File: src/rtl/opl3_timers_if.sv
// Host-side register signals for the OPL3 Timer 1 / Timer 2 block.
// The master side is the register file; the slave side is the timer block.
interface opl3_timers_if;
    logic       clk_en;
    logic [7:0] t1_preset;
    logic [7:0] t2_preset;
    logic       st1;
    logic       st2;
    logic       mask_t1;
    logic       mask_t2;
    logic       irq_rst;
    logic       ft1;
    logic       ft2;
    logic       irq;
    logic       irq_n;

    modport master (
        output clk_en, t1_preset, t2_preset, st1, st2, mask_t1, mask_t2, irq_rst,
        input  ft1, ft2, irq, irq_n
    );

    modport slave (
        input  clk_en, t1_preset, t2_preset, st1, st2, mask_t1, mask_t2, irq_rst,
        output ft1, ft2, irq, irq_n
    );
endinterface

File: src/rtl/opl3_timers.sv
// OPL3 Timer 1 / Timer 2: prescaled 8-bit up-counters with overflow flags and IRQ.
//
// Per-timer run state:
//   state  | meaning
//   T_STOP | start bit low (or after reset); counter and prescaler hold
//   T_RUN  | start bit high since its rising edge; prescaler counts clk_en
//
// Index 0 is Timer 1, index 1 is Timer 2. The prescaler is a down-counter
// loaded with TICK-1; reaching zero on clk_en produces one counter tick.
module opl3_timers #(
    parameter int TIMER1_TICK = 4,
    parameter int TIMER2_TICK = 16
) (
    input  logic          clk,
    input  logic          reset_n,
    opl3_timers_if.slave  bus
);
    localparam int TICK_MAX = (TIMER1_TICK > TIMER2_TICK) ? TIMER1_TICK : TIMER2_TICK;
    localparam int PRE_W    = (TICK_MAX > 2) ? $clog2(TICK_MAX) : 1;
    localparam logic [PRE_W-1:0] PRE_TOP1 = PRE_W'(TIMER1_TICK - 1);
    localparam logic [PRE_W-1:0] PRE_TOP2 = PRE_W'(TIMER2_TICK - 1);

    typedef enum logic {T_STOP = 1'b0, T_RUN = 1'b1} run_state_e;

    run_state_e       state_q [2];
    run_state_e       state_d [2];
    logic [7:0]       cnt_q   [2];
    logic [7:0]       cnt_d   [2];
    logic [PRE_W-1:0] pre_q   [2];
    logic [PRE_W-1:0] pre_d   [2];
    logic [1:0]       st_last_q, st_last_d;
    logic [1:0]       flag_q, flag_d;
    logic             irq_q, irq_d;
    logic             irq_n_q, irq_n_d;
    logic [1:0]       st;
    logic [1:0]       mask;
    logic [1:0]       ovf;

    assign st   = {bus.st2, bus.st1};
    assign mask = {bus.mask_t2, bus.mask_t1};

    // Next-state for both timers: start edge beats tick, stop freezes, overflow sets flag over irq_rst.
    always_comb begin
        ovf       = '0;
        flag_d    = flag_q;
        st_last_d = st;
        for (int i = 0; i < 2; i++) begin
            state_d[i] = state_q[i];
            cnt_d[i]   = cnt_q[i];
            pre_d[i]   = pre_q[i];
            if (st[i] && !st_last_q[i]) begin
                state_d[i] = T_RUN;
                cnt_d[i]   = (i == 0) ? bus.t1_preset : bus.t2_preset;
                pre_d[i]   = (i == 0) ? PRE_TOP1 : PRE_TOP2;
            end else if (!st[i]) begin
                state_d[i] = T_STOP;
            end else if (state_q[i] == T_RUN && bus.clk_en) begin
                if (pre_q[i] == '0) begin
                    pre_d[i] = (i == 0) ? PRE_TOP1 : PRE_TOP2;
                    if (cnt_q[i] == 8'hFF) begin
                        // Preset is sampled here, so writes while running only affect this reload.
                        cnt_d[i] = (i == 0) ? bus.t1_preset : bus.t2_preset;
                        ovf[i]   = 1'b1;
                    end else begin
                        cnt_d[i] = cnt_q[i] + 8'd1;
                    end
                end else begin
                    pre_d[i] = pre_q[i] - 1'b1;
                end
            end
            if (ovf[i] && !mask[i]) begin
                flag_d[i] = 1'b1;
            end else if (bus.irq_rst) begin
                flag_d[i] = 1'b0;
            end
        end
        // Decoded from next-state flags so irq changes in the same cycle as the flags.
        irq_d   = |flag_d;
        irq_n_d = ~irq_d;
    end

    // State registers with synchronous active-low reset.
    always_ff @(posedge clk) begin
        if (!reset_n) begin
            state_q   <= '{T_STOP, T_STOP};
            cnt_q     <= '{default: '0};
            pre_q     <= '{default: '0};
            st_last_q <= '0;
            flag_q    <= '0;
            irq_q     <= 1'b0;
            irq_n_q   <= 1'b1;
        end else begin
            state_q   <= state_d;
            cnt_q     <= cnt_d;
            pre_q     <= pre_d;
            st_last_q <= st_last_d;
            flag_q    <= flag_d;
            irq_q     <= irq_d;
            irq_n_q   <= irq_n_d;
        end
    end

    assign bus.ft1   = flag_q[0];
    assign bus.ft2   = flag_q[1];
    assign bus.irq   = irq_q;
    assign bus.irq_n = irq_n_q;
endmodule

File: src/flat_wrapper.sv
// flat-port wrapper written by rule: the top's interface ports become plain ports
module opl3_timers_flat 
#(
    parameter int TIMER1_TICK = 4,
    parameter int TIMER2_TICK = 16
)
  (clk, reset_n, bus_clk_en, bus_t1_preset, bus_t2_preset, bus_st1, bus_st2, bus_mask_t1, bus_mask_t2, bus_irq_rst, bus_ft1, bus_ft2, bus_irq, bus_irq_n);
  opl3_timers_if bus_i ();
  input  logic clk;
  input  logic reset_n;
  input wire logic [$bits(bus_i.clk_en)-1:0] bus_clk_en;
  input wire logic [$bits(bus_i.t1_preset)-1:0] bus_t1_preset;
  input wire logic [$bits(bus_i.t2_preset)-1:0] bus_t2_preset;
  input wire logic [$bits(bus_i.st1)-1:0] bus_st1;
  input wire logic [$bits(bus_i.st2)-1:0] bus_st2;
  input wire logic [$bits(bus_i.mask_t1)-1:0] bus_mask_t1;
  input wire logic [$bits(bus_i.mask_t2)-1:0] bus_mask_t2;
  input wire logic [$bits(bus_i.irq_rst)-1:0] bus_irq_rst;
  output wire logic [$bits(bus_i.ft1)-1:0] bus_ft1;
  output wire logic [$bits(bus_i.ft2)-1:0] bus_ft2;
  output wire logic [$bits(bus_i.irq)-1:0] bus_irq;
  output wire logic [$bits(bus_i.irq_n)-1:0] bus_irq_n;
  assign bus_i.clk_en = bus_clk_en;
  assign bus_i.t1_preset = bus_t1_preset;
  assign bus_i.t2_preset = bus_t2_preset;
  assign bus_i.st1 = bus_st1;
  assign bus_i.st2 = bus_st2;
  assign bus_i.mask_t1 = bus_mask_t1;
  assign bus_i.mask_t2 = bus_mask_t2;
  assign bus_i.irq_rst = bus_irq_rst;
  assign bus_ft1 = bus_i.ft1;
  assign bus_ft2 = bus_i.ft2;
  assign bus_irq = bus_i.irq;
  assign bus_irq_n = bus_i.irq_n;
  opl3_timers #(.TIMER1_TICK(TIMER1_TICK), .TIMER2_TICK(TIMER2_TICK)) u_core (.clk(clk), .reset_n(reset_n), .bus(bus_i));
endmodule
File: config.mk
export PLATFORM = sky130hd
export DESIGN_NAME = opl3_timers_flat
export DESIGN_NICKNAME = d
export VERILOG_FILES = /design/src/rtl/opl3_timers_if.sv /design/src/rtl/opl3_timers.sv /design/src/flat_wrapper.sv
export SDC_FILE = /design/constraint.sdc
export NUM_CORES = 1
export LEC_CHECK = 0
export CORE_MARGIN = 1.5
export CORE_UTILIZATION = 35
export DETAILED_ROUTE_END_ITERATION = 10
export PLACE_DENSITY_LB_ADDON = 0.15
export SLEW_MARGIN = 20
export SYNTH_ARGS = -nofsm -noshare
export SYNTH_HDL_FRONTEND = slang
export SYNTH_SLANG_ARGS = --single-unit
File: constraint.sdc
create_clock -name clk -period 1.84 [get_ports clk]
set_clock_uncertainty 0.2 [all_clocks]
set_input_delay 0.276 -clock clk [delete_from_list [all_inputs] [get_ports clk]]
set_output_delay 0.276 -clock clk [all_outputs]
set_load 0.01 [all_outputs]
==> metrics.md, run 1 <==
| Metric | Value |
|---|---|
| Synth top area share | `37.3%` |
| Final hold violations | `0` |
| Async SR Flop Fraction | `0%` |
| Drt first-iter violations | `82` |
| Die area | `5330 um2` |
| Clock transition at the registers of the reported paths | `0.07 ns` |
| Flop and latch count out of synthesis | `32` |
| Post-Synth Simple-Gate Area | `29.0%` |
| Internal cell power | `0.00124 W` |
| HP Start | `u_core.state_q[1]` |
| Largest net degree at the start of global routing | `10` |
| Vias | `1,792` |
| Vias per cell | `5.18` |
| Period Utilization, post-route | `101%` |
| Worst r2r dst | `u_core.cnt_q[5]` |
| Yosys warning total | `0` |
| CTS Root Cell | `clkbuf_8` |
| Critical path endpoint category | `flip-flop` |
| Yosys top cell by area | `dfxtp_1` |
| Core ar. | `4720 um2` |
| GRT Residual Overflow | `0` |
| Net Sw Frac | `27.4%` |
| Htree depth | `2` |
| Status | `complete, but fails checks` |
| Clk network pwr share | `33.6%` |
| Compound-Gate Fraction of Synth Area | `23.0%` |
| Syn Inst Count | `206` |
| Number of flops mapped to enable cells by yosys | `0` |
| Unrepaired setup endpoints after global routing | `true` |
| Final net count | `307` |
| PortBufs | `27` |
| TritonCTS clock tree | `built` |
| Crit path buffers/inverters | `1` |
| Final setup fails | `2` |
| Routed Antenna Nets | `0` |
| Largest family of logic cells by synthesized area | `simple AND/OR/NAND/NOR gates` |
| Ports | `28` |
| Rows | `25` |
| CP max FO | `7` |
| Commonest non-fill, non-tap cell in the layout | `buf_4` |
| Worst hold-check path type | `flip-flop to flip-flop` |
| Leakage | `1.01 nW` |
| Hold Crit Depth | `2` |
| CP arrival | `1.86 ns` |
| Final wirelength | `4820 um` |
| Slew Viols, Final | `0` |
| Mapped Nets | `235` |
| Worst skew pair latency | `0.29 ns` |
| WHS | `0.260 ns` |
| Ant. Diodes | `0` |
| Failing checks | `setup timing` |
| Slew HR | `76.6%` |
| Detailed-route DRC error count | `0` |
| DR WL/cell | `13.9 um` |
| Crit-path max cell delay | `0.45 ns` |
| DRT Pass-1 Iters | `4` |
| Slowest CP cell | `or3b_4` |
| Top cells by area, synth | `dfxtp_1 37%, a21oi_1 5.0%, nand2_1 4.4%` |
| HPWL Detailed | `3400 um` |
| Worst setup SP type | `flip-flop` |
| Chip Width | `73.0 um` |
| Clk buf depth | `2` |
| Num CTS Buffers | `5` |
| Unique masters post-synth | `51` |
| PD cells | `667 nW/um2` |
| Vias in the first global route | `1,746` |
| Die height | `73.0 um` |
| Synthesis-to-finish area growth | `49.3%` |
| Dpl cell area | `2330 um2` |
| XOR/XNOR Fraction of Synth Area | `2.04%` |
| Worst EP required | `1.85 ns` |
| Worst Hold End | `u_core.state_q[1]` |
| Mux cell area share after synthesis | `1.17%` |
| R2r setup slk | `-0.01 ns` |
| FF-to-FF path depth | `5` |
| Syn_area_per_cell | `8.33 um2` |
| Fin area | `2560 um2` |
| Share of cells above drive strength 1 | `28.3%` |
| Fmax achieved | `0.540 GHz` |
| Final Critical Period | `1.85 ns` |
| Max Cap Viol | `0` |
| Net Switching | `0.000468 W` |
| Fin worst setup slack | `-0.0120 ns` |
| Critical path type | `flip-flop to flip-flop` |
| Clk sink count | `32` |
| Worst-Margin Slew | `0.347 ns` |
| Synth Flop Type | `dfxtp_1` |
| Top cell family by delay on the critical path | `simple AND/OR/NAND/NOR gates` |
| Initial antenna violation count | `0` |
| Gr usage total | `19.3%` |
| CP cell instances | `inv_2, ha_4, or3b_4, or3_4, a221oi_2` |
| Reg-to-Reg Start | `u_core.pre_q[0]` |
| Post-Synth Adder-Cell Area | `3.65%` |
| Most frequent cells in the layout | `43 x buf_4, 30 x dfxtp_1, 27 x clkdlybuf4s50_1` |
| Sequential fraction of the synthesis area | `37.3%` |
| GPL Wtd Cong | `0.929` |
| Register share of total power | `45.0%` |
| Synthesized area | `1720 um2` |
| Comb pwr share | `21.4%` |
| First-pass GRT wire length | `7960 um` |
| VDD IR-drop max | `0.454 mV` |
| Initial core utilization | `36.3%` |
==> registers in the layout, indices dropped and copies added (netlist names) <==
| signal | count |
|---|---|
| u_core.bus.irq | 1 |
| u_core.cnt_q | 16 |
| u_core.state_q | 2 |
| u_core.flag_q | 2 |
| u_core.pre_q | 8 |
| u_core.st_last_q | 2 |
| u_core.bus.irq_n | 1 |
==> synthesized netlist by cell type (4+ instances only) <==
| cell type | number |
|---|---|
| dfxtp_1 | 32 |
| nor3_1 | 9 |
| nand4_1 | 7 |
| a31oi_1 | 5 |
| and3_1 | 6 |
| nor2b_1 | 4 |
| o21ai_0 | 11 |
| nand2_1 | 20 |
| ha_1 | 5 |
| inv_1 | 7 |
| a21oi_1 | 17 |
| nand3_1 | 12 |
| nor2_1 | 10 |
==> cell type report <==
class / instances / area, um2
Tap cell: 67 / 83.8
Fill cell: 459 / 2160
Sequential cell: 32 / 643
Multi-Input combinational cell: 160 / 1100
Inverter: 7 / 26.3
Clock buffer: 8 / 90.1
Timing Repair Buffer: 72 / 616
==> worst reg2reg max path: cells and delay by family (launching register included) <==
kind	cells	cell delay (ns)
AOI/OAI and AO/OA	1	0.20
adders and majority gates	1	0.13
buffers and inverters	1	0.08
DFF	1	0.32
and+or+nand+nor	2	0.84
==> per-stage QoR <==
step | cells | setup TNS (ns) | power, W | util, % | setup slack [ns]
2_1_floorplan | 206 | 0 | 0.000931 | - | 0.0102
3_3_place_gp | 333 | -2.33 | 0.00110 | 49.4 | -0.168
3_5_place_dp | 333 | -2.35 | 0.00110 | 49.4 | -0.181
4_1_cts | 341 | -0.0458 | 0.00168 | 51.3 | -0.0322
5_1_grt | 346 | -0.483 | 0.00180 | 54.2 | -0.0899
6_report | 346 | -0.0177 | 0.00171 | 54.2 | -0.0120
==> timing repair <==
item | 4_1_cts | 5_1_grt
setup endpoints to repair | 9 | 16
setup buffers | 0 | 5
hold buffers | 0 | 0
pin swaps | 0 | 7
resized for setup | 1 | 25
==> worst max path at each step <==
stage | from | endpoint | slack, ns | cells past startpoint
floorplan | u_core.pre_q[0] | u_core.cnt_q[5] | 0.01 | 6
global placement | bus_clk_en | u_core.cnt_q[6] | -0.17 | 6
detailed placement | bus_clk_en | u_core.pre_q[7] | -0.18 | 6
CTS | u_core.pre_q[0] | u_core.cnt_q[5] | -0.03 | 5
global route | u_core.pre_q[5] | u_core.cnt_q[12] | -0.09 | 6
finish | u_core.pre_q[0] | u_core.cnt_q[5] | -0.01 | 5
==> layer usage <==
metal | global-route usage (%) | part of all wire (%) | up-vias
met2 | 28.5 | 44 | 36
li1 | - | - | 914
met1 | 27.0 | 50 | 834
met4 | 5.66 | 1.2 | 0
met3 | 5.66 | 3.9 | 8
met5 | 0 | 0 | -
==> power by group through the flow <==
stage,clock (W),sequential (W),combinational (W)
floorplan,0,0.000777,0.000153
global placement,0,0.000783,0.000316
detailed placement,0,0.000782,0.000316
CTS,0.000595,0.000766,0.000321
global route,0.000628,0.000775,0.000401
finish,0.000574,0.000770,0.000365
==> cells by family after synthesis <==
| logic type | after synthesis |
|---|---|
| buffers and inverters | 14 |
| adders and majority gates | 5 |
| and+or+nand+nor | 89 |
| AOI/OAI and AO/OA | 60 |
| xor gates and xnor gates | 4 |
| DFF | 32 |
| muxes | 2 |
(Power assumes the default switching activity.)
==> inputs of run 2 (changes only) <==
--- a/config.mk
+++ b/config.mk
@@ -5,7 +5,7 @@
 export SDC_FILE = /design/constraint.sdc
 export NUM_CORES = 1
 export LEC_CHECK = 0
-export CORE_MARGIN = 1.5
+export CORE_MARGIN = 5
 export CORE_UTILIZATION = 35
 export DETAILED_ROUTE_END_ITERATION = 10
 export PLACE_DENSITY_LB_ADDON = 0.15
==> run 2 against run 1 <==
Effect of this change:
- the run now ends clean
- first-iteration DRC count rose by 3.7%
- global-route usage fell by 3.6 points
- non-clock buffer count fell by 4
- clock power fell by 2%
==> metrics.md, run 2 (same netlist as run 1, synthesis figures left out) <==
| Metric | Value |
|---|---|
| Clk sink count | `32` |
| Slowest CP cell | `or3b_4` |
| Num CTS Buffers | `5` |
| Period Utilization, post-route | `99.8%` |
| Biggest regs | `u_core.cnt_q: 16 flops, u_core.pre_q: 8 flops` |
| Vias | `1,791` |
| Top sig layer | `met4` |
| Comb pwr share | `20.5%` |
| Final wirelength | `4700 um` |
| Final net count | `303` |
| CP max FO | `7` |
| Post-Layout Cell Count | `342` |
| Wl on met1 | `2350 um` |
| Ports | `28` |
| CP arrival | `1.84 ns` |
| GPL Wtd Cong | `0.803` |
| Critical path type | `flip-flop to flip-flop` |
| Internal cell power | `0.00123 W` |
| DRT Pass-1 Iters | `4` |
| Register share of total power | `46.0%` |
| Final setup fails | `0` |
| Final hold violations | `0` |
| Most frequent cells in the layout | `40 x buf_4, 28 x dfxtp_1, 27 x clkdlybuf4s50_1` |
| HP Start | `u_core.state_q[1]` |
| Crit-path max cell delay | `0.44 ns` |
| Gr usage total | `15.7%` |
| GRT Residual Overflow | `0` |
| Ant. Diodes | `0` |
| Die area | `6400 um2` |
| Reg-to-Reg Start | `u_core.pre_q[0]` |
| Largest net degree at the start of global routing | `10` |
| DR WL/cell | `13.8 um` |
| Share of cells above drive strength 1 | `26.9%` |
| Max Cap Viol | `0` |
| Core ar. | `4750 um2` |
| Detailed-route DRC error count | `0` |
| Top reg by flops | `u_core.cnt_q` |
| Unrepaired setup endpoints after global routing | `true` |
| Clk network pwr share | `33.5%` |
| CP cell instances | `inv_2, ha_4, or3b_4, or3_4, a221oi_2` |
| Drt first-iter violations | `85` |
| Fin util | `52.8%` |
| Commonest non-fill, non-tap cell in the layout | `buf_4` |
| First-pass GRT wire length | `7860 um` |
| Synthesis-to-finish area growth | `46.4%` |
| Critical path endpoint category | `flip-flop` |
| Initial core utilization | `36.1%` |
| Worst skew pair latency | `0.29 ns` |
| Worst-Margin Slew | `0.391 ns` |
| Worst EP required | `1.85 ns` |
| Net Sw Frac | `26.7%` |
| PortBufs | `27` |
| Clk buf depth | `2` |
| Slew Viols, Final | `0` |
| PD cells | `671 nW/um2` |
| HPWL Detailed | `3450 um` |
| Crit. Startpoint | `u_core.pre_q[0]` |
| CTS Root Cell | `clkbuf_8` |
| Leakage | `0.988 nW` |
| Net Switching | `0.000451 W` |
| Vias in the first global route | `1,668` |
| R2r setup slk | `0.003 ns` |
| Chip Width | `80.0 um` |
| Routed Antenna Nets | `0` |
| Clock transition at the registers of the reported paths | `0.07 ns` |
| Final Critical Period | `1.84 ns` |
| Hold buffer count at CTS | `0` |
| Slew HR | `74.0%` |
| Vias per cell | `5.24` |
| VDD IR-drop max | `0.431 mV` |
| TritonCTS clock tree | `built` |
| Met3 WL | `213 um` |
| Fmax achieved | `0.544 GHz` |
| Worst hold-check path type | `flip-flop to flip-flop` |
| Initial antenna violation count | `0` |
| Rows | `25` |
| Routed met2 length | `2050 um` |
| Die height | `80.0 um` |
| Status | `finished clean` |
| Htree depth | `2` |
| Max reg flops | `16` |
| Worst setup SP type | `flip-flop` |
| Placed insts | `327` |
## run 2: final cells by class
class | count | area [um2]
inverter | 7 | 26.3
tap | 67 | 83.8
multi-input combinational | 160 | 1080
clock buffer | 8 | 90.1
sequential | 32 | 646
timing repair buffer | 68 | 582
fill | 495 | 2240
## run 2: power groups by stage
stage | logic [W] | registers, W | clock network [W]
finish | 0.000346 | 0.000775 | 0.000564
global route | 0.000383 | 0.000780 | 0.000611
CTS | 0.000320 | 0.000772 | 0.000584
detailed placement | 0.000301 | 0.000786 | 0
global placement | 0.000302 | 0.000786 | 0
floorplan | 0.000153 | 0.000777 | 0
## run 2: routing by layer
layer  track usage, %  vias up
li1                 -      911
met1             22.5      831
met2             22.0       40
met3             3.84        9
met4             6.93        0
met5                0        -
## run 2: through the flow
stage	instance area (um2)	setup WS (ns)	setup TNS (ns)	hold WS (ns)	total power [W]
6_report	2510	0.00315	0	0.266	0.00168
3_5_place_dp	2290	-0.217	-2.35	0.259	0.00109
4_1_cts	2430	-0.0278	-0.0278	0.272	0.00168
3_3_place_gp	2290	-0.201	-2.26	0.255	0.00109
5_1_grt	2510	-0.0517	-0.206	0.304	0.00177
2_1_floorplan	1720	0.0102	0	0.212	0.000931
## run 2: path summary, 6_finish.rpt
kind                             to  cells past startpoint
setup / recovery    u_core.cnt_q[5]                      5
hold / removal    u_core.state_q[1]                      2
setup reg to reg    u_core.cnt_q[5]                      5
hold reg to reg   u_core.state_q[1]                      2
## run 2: critical path, delay by kind of cell, from the launching register on
family / cells / cell delay (ns)
compound gates: 1 / 0.21
buf+inv: 1 / 0.07
flops: 1 / 0.32
simple gates: 2 / 0.83
fa+ha+maj: 1 / 0.13
## run 2: what timing repair did
item	CTS	global route
endpoints found under the setup margin	10	15
pin swaps	3	8
gates cloned	0	0
gates resized for setup	9	16
setup buffers	3	4
